[src/rtl/jk_bank_sched.sv]
// Round-robin scheduler for a shared JK flip-flop bank: gnt, then J/K one cycle later, then done/rdata one cycle after that.
// Outputs are registered; a requester holds req/op/idx until gnt, and one command completes every 3 cycles.
module jk_bank_sched #(
  parameter int NREQ  = 4,
  parameter int NBITS = 8,
  parameter int IDXW  = 3
) (
  input  logic                 clk,
  input  logic                 rst,
  input  logic [NREQ-1:0]      req,
  input  logic [2*NREQ-1:0]    op,
  input  logic [IDXW*NREQ-1:0] idx,
  output logic [NREQ-1:0]      gnt,
  output logic [NREQ-1:0]      done,
  output logic                 rdata,
  output logic                 err,
  output logic [NBITS-1:0]     j_out,
  output logic [NBITS-1:0]     k_out,
  input  logic [NBITS-1:0]     q_in
);

  localparam int PW = (NREQ > 1) ? $clog2(NREQ) : 1;

  typedef enum logic [1:0] {IDLE, ISSUE, SETTLE} state_t;

  state_t            state, state_nxt;
  logic [PW-1:0]     ptr;
  logic [PW-1:0]     win;
  logic [1:0]        op_l;
  logic [IDXW-1:0]   idx_l;
  logic [NBITS-1:0]  sel;
  logic [PW-1:0]     first_any, first_up, win_c;
  logic              up_found;
  logic [1:0]        op_c;
  logic [IDXW-1:0]   idx_c;

  // Descending scan: the last hit is the lowest index, both overall and at/above ptr.
  always_comb begin
    first_any = '0;
    first_up  = '0;
    up_found  = 1'b0;
    for (int c = NREQ - 1; c >= 0; c--) begin
      if (req[c]) begin
        first_any = PW'(c);
        if (c >= int'(ptr)) begin
          first_up = PW'(c);
          up_found = 1'b1;
        end
      end
    end
    win_c = up_found ? first_up : first_any;
  end

  always_comb begin
    op_c  = '0;
    idx_c = '0;
    for (int c = 0; c < NREQ; c++) begin
      if (PW'(c) == win_c) begin
        op_c  = op[2*c +: 2];
        idx_c = idx[IDXW*c +: IDXW];
      end
    end
  end

  // One-hot decode of the latched index; an out-of-range index decodes to all zeros.
  always_comb begin
    sel = '0;
    for (int b = 0; b < NBITS; b++) begin
      sel[b] = (idx_l == IDXW'(b));
    end
  end

  always_comb begin
    state_nxt = state;
    case (state)
      IDLE:    if (|req) state_nxt = ISSUE;
      ISSUE:   state_nxt = SETTLE;
      SETTLE:  state_nxt = IDLE;
      default: state_nxt = IDLE;
    endcase
  end

  // Each output shows up the cycle after the state that produces it, so the bank
  // samples J/K at the end of the SETTLE cycle and q_in is updated while done is high.
  always_ff @(posedge clk) begin
    if (rst) begin
      state <= IDLE;
      ptr   <= '0;
      win   <= '0;
      op_l  <= '0;
      idx_l <= '0;
      gnt   <= '0;
      done  <= '0;
      err   <= 1'b0;
      j_out <= '0;
      k_out <= '0;
    end else begin
      state <= state_nxt;
      gnt   <= '0;
      done  <= '0;
      err   <= 1'b0;
      j_out <= '0;
      k_out <= '0;
      case (state)
        IDLE: begin
          if (|req) begin
            win   <= win_c;
            op_l  <= op_c;
            idx_l <= idx_c;
            gnt   <= NREQ'(1) << win_c;
            ptr   <= (win_c == PW'(NREQ - 1)) ? '0 : win_c + PW'(1);
          end
        end
        ISSUE: begin
          j_out <= op_l[1] ? sel : '0;
          k_out <= op_l[0] ? sel : '0;
        end
        SETTLE: begin
          done <= NREQ'(1) << win;
          err  <= ~(|sel);
        end
        default: ;
      endcase
    end
  end

  assign rdata = (|done) & (|(q_in & sel));

endmodule

[config.mk]
export PLATFORM = sky130hd
export DESIGN_NAME = jk_bank_sched
export DESIGN_NICKNAME = d
export VERILOG_FILES = /design/src/rtl/jk_bank_sched.sv
export SDC_FILE = /design/constraint.sdc
export NUM_CORES = 1
export LEC_CHECK = 0
export ABC_AREA = 0
export CAP_MARGIN = 20
export CORE_MARGIN = 2
export CORE_UTILIZATION = 46
export CTS_CLUSTER_DIAMETER = 200
export DETAILED_ROUTE_END_ITERATION = 16
export PLACE_DENSITY = 0.92
export RECOVER_POWER = 100
export SETUP_SLACK_MARGIN = 0.1
export SYNTH_ARGS = -nofsm -noshare
export SYNTH_HDL_FRONTEND = slang
export SYNTH_SLANG_ARGS = --single-unit
[constraint.sdc]
create_clock -name clk -period 4.75 [get_ports clk]
set_input_delay 0.7125 -clock clk [delete_from_list [all_inputs] [get_ports clk]]
set_output_delay 0.7125 -clock clk [all_outputs]
set_load 0.02 [all_outputs]
==> run_results.csv <==
group,metric,value,unit
worst_setup_path,reg2regPathDepth,9,
synth,ys_seq_elements,36,
synth,yosysWarnings,0,
detailed_routing,drt_iter0_drc,22,
synth,async_flop_share,0,
synth,synthAdderAreaFrac,0.03273,
detailed_routing,via_per_inst,4.996,
synth,syn_nets,201,
clock_network,cts_tree,"done",
detailed_routing,drcViolationCount,0,
synth,ys_types,37,
worst_hold_path,hold_depth,2,
place,dp_hpwl,2.611,mm
clock_network,ctsResizeCount,0,
floorplanning,ios,60,
floorplanning,die_h,61.65,um
timing,rsz0062_at_grt,"no",
worst_setup_path,r2r_slack,2.41,ns
layout,area_delta_synth_final,40.75,%
power,irDropWorstVdd,0.0001788,V
grt,grt_max_degree,14,
floorplanning,fp-row-count,20,
synth,syn_area_per_cell,9.380,sq um
worst_setup_path,required,4.04,ns
place,placed_area,2125,sq um
synth,synth_cells,163,
synth,yosysSeqAreaShare,0.4714,
worst_setup_path,worst_ep_arrival_time,2.32,ns
synth,synthXorXnorAreaFrac,0,
timing,fin_skew,0.01292,ns
floorplanning,start_util,0.4927,
clock_network,worst_skew_pair.late_latency,0.33,ns
synth,synth_top_family_by_area,"simple AND/OR/NAND/NOR gates",
worst_setup_path,end_kind,"output pin",
grt,grt-ovfl-total,0,
grt,grt_pass1_vias,1232,
synth,yosysMostFrequentCell,"dfxtp_1",
timing,post-route-min-period,3.035,ns
worst_setup_path,cp-start-kind,"input pin",
worst_setup_path,crit_type,"in -> out",
synth,synth_compound_area_frac,0.1440,
floorplanning,die_area,3801,sq um
synth,synthTopCellsByCount,"dfxtp_1 (36), nor2_1 (22), nand2_1 (14)",
worst_setup_path,r2r-start,"ptr[0]",
floorplanning,core,3103,sq um
synth,synth_top_area_frac,0.4714,
synth,synthesis.area,1529,sq um
flow_run,maxCapViolCount,0,
timing,tightestPinTransition,1.059,ns
synth,synth_edf_count,0,
detailed_routing,wl_per_cell,12.32,um
timing,finalHoldViolCount,0,
clock_network,cts_made_buffers,5,
worst_hold_path,hp-class,"reg -> reg",
clock_network,htreeDepth,2,
place,gp_congestion,0.8300,
clock_network,cts_setup_buffers,0,
layout,n_antenna_cell,0,
synth,synth_top_area_cell,"dfxtp_1",
timing,slew_headroom,0.2887,
power,power.density,334.4,nW/um^2
worst_hold_path,holdCritStartpoint,"op_l[0]",
place,port_buffers,59,
grt,track_usage,0.1909,
timing,whs,0.4644,ns
clock_network,clk_path_buf_depth,2,
clock_network,clk_pin_slew,0.11,ns
timing,setup_viol,0,
layout,fin_nets,258,
synth,synth_area_leaders,"dfxtp_1 (47%), nor2_1 (5.4%), a221oi_2 (3.9%)",
detailed_routing,drtAntennaViolNets,0,
detailed_routing,wirelength,3.264,mm
layout,final_area,2152,sq um
clock_network,cts_sinks,36,
worst_setup_path,crit_path_max_fanout,1,
worst_hold_path,min_to,"op_l[0]",
timing,fin_setup_tns,0,ns
layout,drive_gt1_frac,0.07240,
power,p_leak,0.9197,nW
synth,synthSimpleGateAreaFrac,0.2758,
synth,synthMuxAreaShare,0.02619,
grt,grt_pass1_wl,5.285,mm
timing,fin_crit_sh,0.6390,
timing,fmax,329.5,MHz
clock_network,holdBufCountCts,0,
clock_network,root_buffer,"clkbuf_4",
detailed_routing,drt-pass1-iter-count,4,
floorplanning,die_w,61.65,um
status,status,"complete, no violations",
timing,drv_slew,0,
synth,synthFlopType,"dfxtp_1",
worst_setup_path,worstReg2RegEnd,"idx_l[1]",
grt,grt_antenna_before_repair,0,
detailed_routing,vias,1324,
[layout make-up]
class                   instances  area (sq um)
fillers                       264         950.9
flip-flops and latches         36         720.7
multi-input cells             112         683.2
repair buffers                 59         590.6
well taps                      44         55.05
clock inverters                 3         42.54
clock buffers                   5         37.54
inverters                       6         22.52
[cells by family (layout without fill, tap and decap cells)]
| logic type | after synthesis | after routing |
|---|---|---|
| AO/OA/AOI/OAI | 29 | 29 |
| adder cells (fa/ha/maj) | 4 | 4 |
| buffers and inverters | 15 | 73 |
| flip-flops | 36 | 36 |
| multiplexers | 4 | 4 |
| other | 1 | 1 |
| AND/OR/NAND/NOR | 74 | 74 |
[registers in the layout (all words and copies together), names as in the netlist]
signal,cells
ptr,2
err,1
idx_l,3
k_out,8
win,2
gnt,4
j_out,8
op_l,2
state,2
done,4
[power breakdown]
group	internal [W]	leakage, nW	switching, W	total [W]
logic	0.0000819	0.585	0.0000861	0.000168
clock network	0.000110	0.0412	0.0000979	0.000208
registers	0.000321	0.293	0.0000226	0.000344
total	0.000513	0.920	0.000207	0.000720
[cells in the final DEF (no fill, tap or decap), drive strengths merged, types with 2 or more instances in the layout]
cell type / Yosys / layout
dfxtp: 36 / 36
ha: 4 / 4
o22ai: 2 / 2
a221oi: 4 / 4
a21o: 2 / 2
nand2b: 5 / 5
dlygate4sd3: 0 / 29
clkbuf: 4 / 5
mux2i: 4 / 4
a21oi: 10 / 10
nor2b: 4 / 4
nor2: 23 / 23
clkdlybuf4s50: 0 / 30
inv: 6 / 6
a211oi: 2 / 2
nor4: 2 / 2
nor3b: 6 / 6
nand2: 14 / 14
and3: 4 / 4
nor3: 11 / 11
o21ai: 6 / 6
[how the worst max path moves through the flow]
stage / endpoint / startpoint
after floorplan: idx_l[0] / req[2]
after global placement: idx_l[2] / req[0]
after detailed placement: idx_l[1] / req[0]
after CTS: rdata / q_in[3]
after global routing: idx_l[1] / req[0]
final: rdata / q_in[7]
[layer usage]
| metal | routed length [um] | up-vias | global-route usage |
|---|---|---|---|
| met1 | 1277 | 610 | 0.1974 |
| met5 | 0 | - | 0 |
| met4 | 23 | 0 | 0.04863 |
| met2 | 1817 | 37 | 0.3684 |
| met3 | 145 | 2 | 0.05882 |
| li1 | - | 675 | - |
[critical path, cell delays in order]
cell and delay (ns):
clkdlybuf4s50_1 0.40, mux2i_1 0.16, o22ai_1 0.10, o31a_1 0.29, dlygate4sd3_1 0.65
[stage by stage]
stage	worst slack, ns	std cells	util	power [W]
floorplan	2.346	163	-	0.0004729
global placement	1.649	257	0.6847	0.0005281
detailed placement	1.554	257	0.6847	0.0005344
CTS	1.814	265	0.7105	0.0007384
global route	1.530	265	0.6935	0.0007628
finish	1.715	265	0.6935	0.0007197
Note: power is estimated with default switching activity, not from simulation.
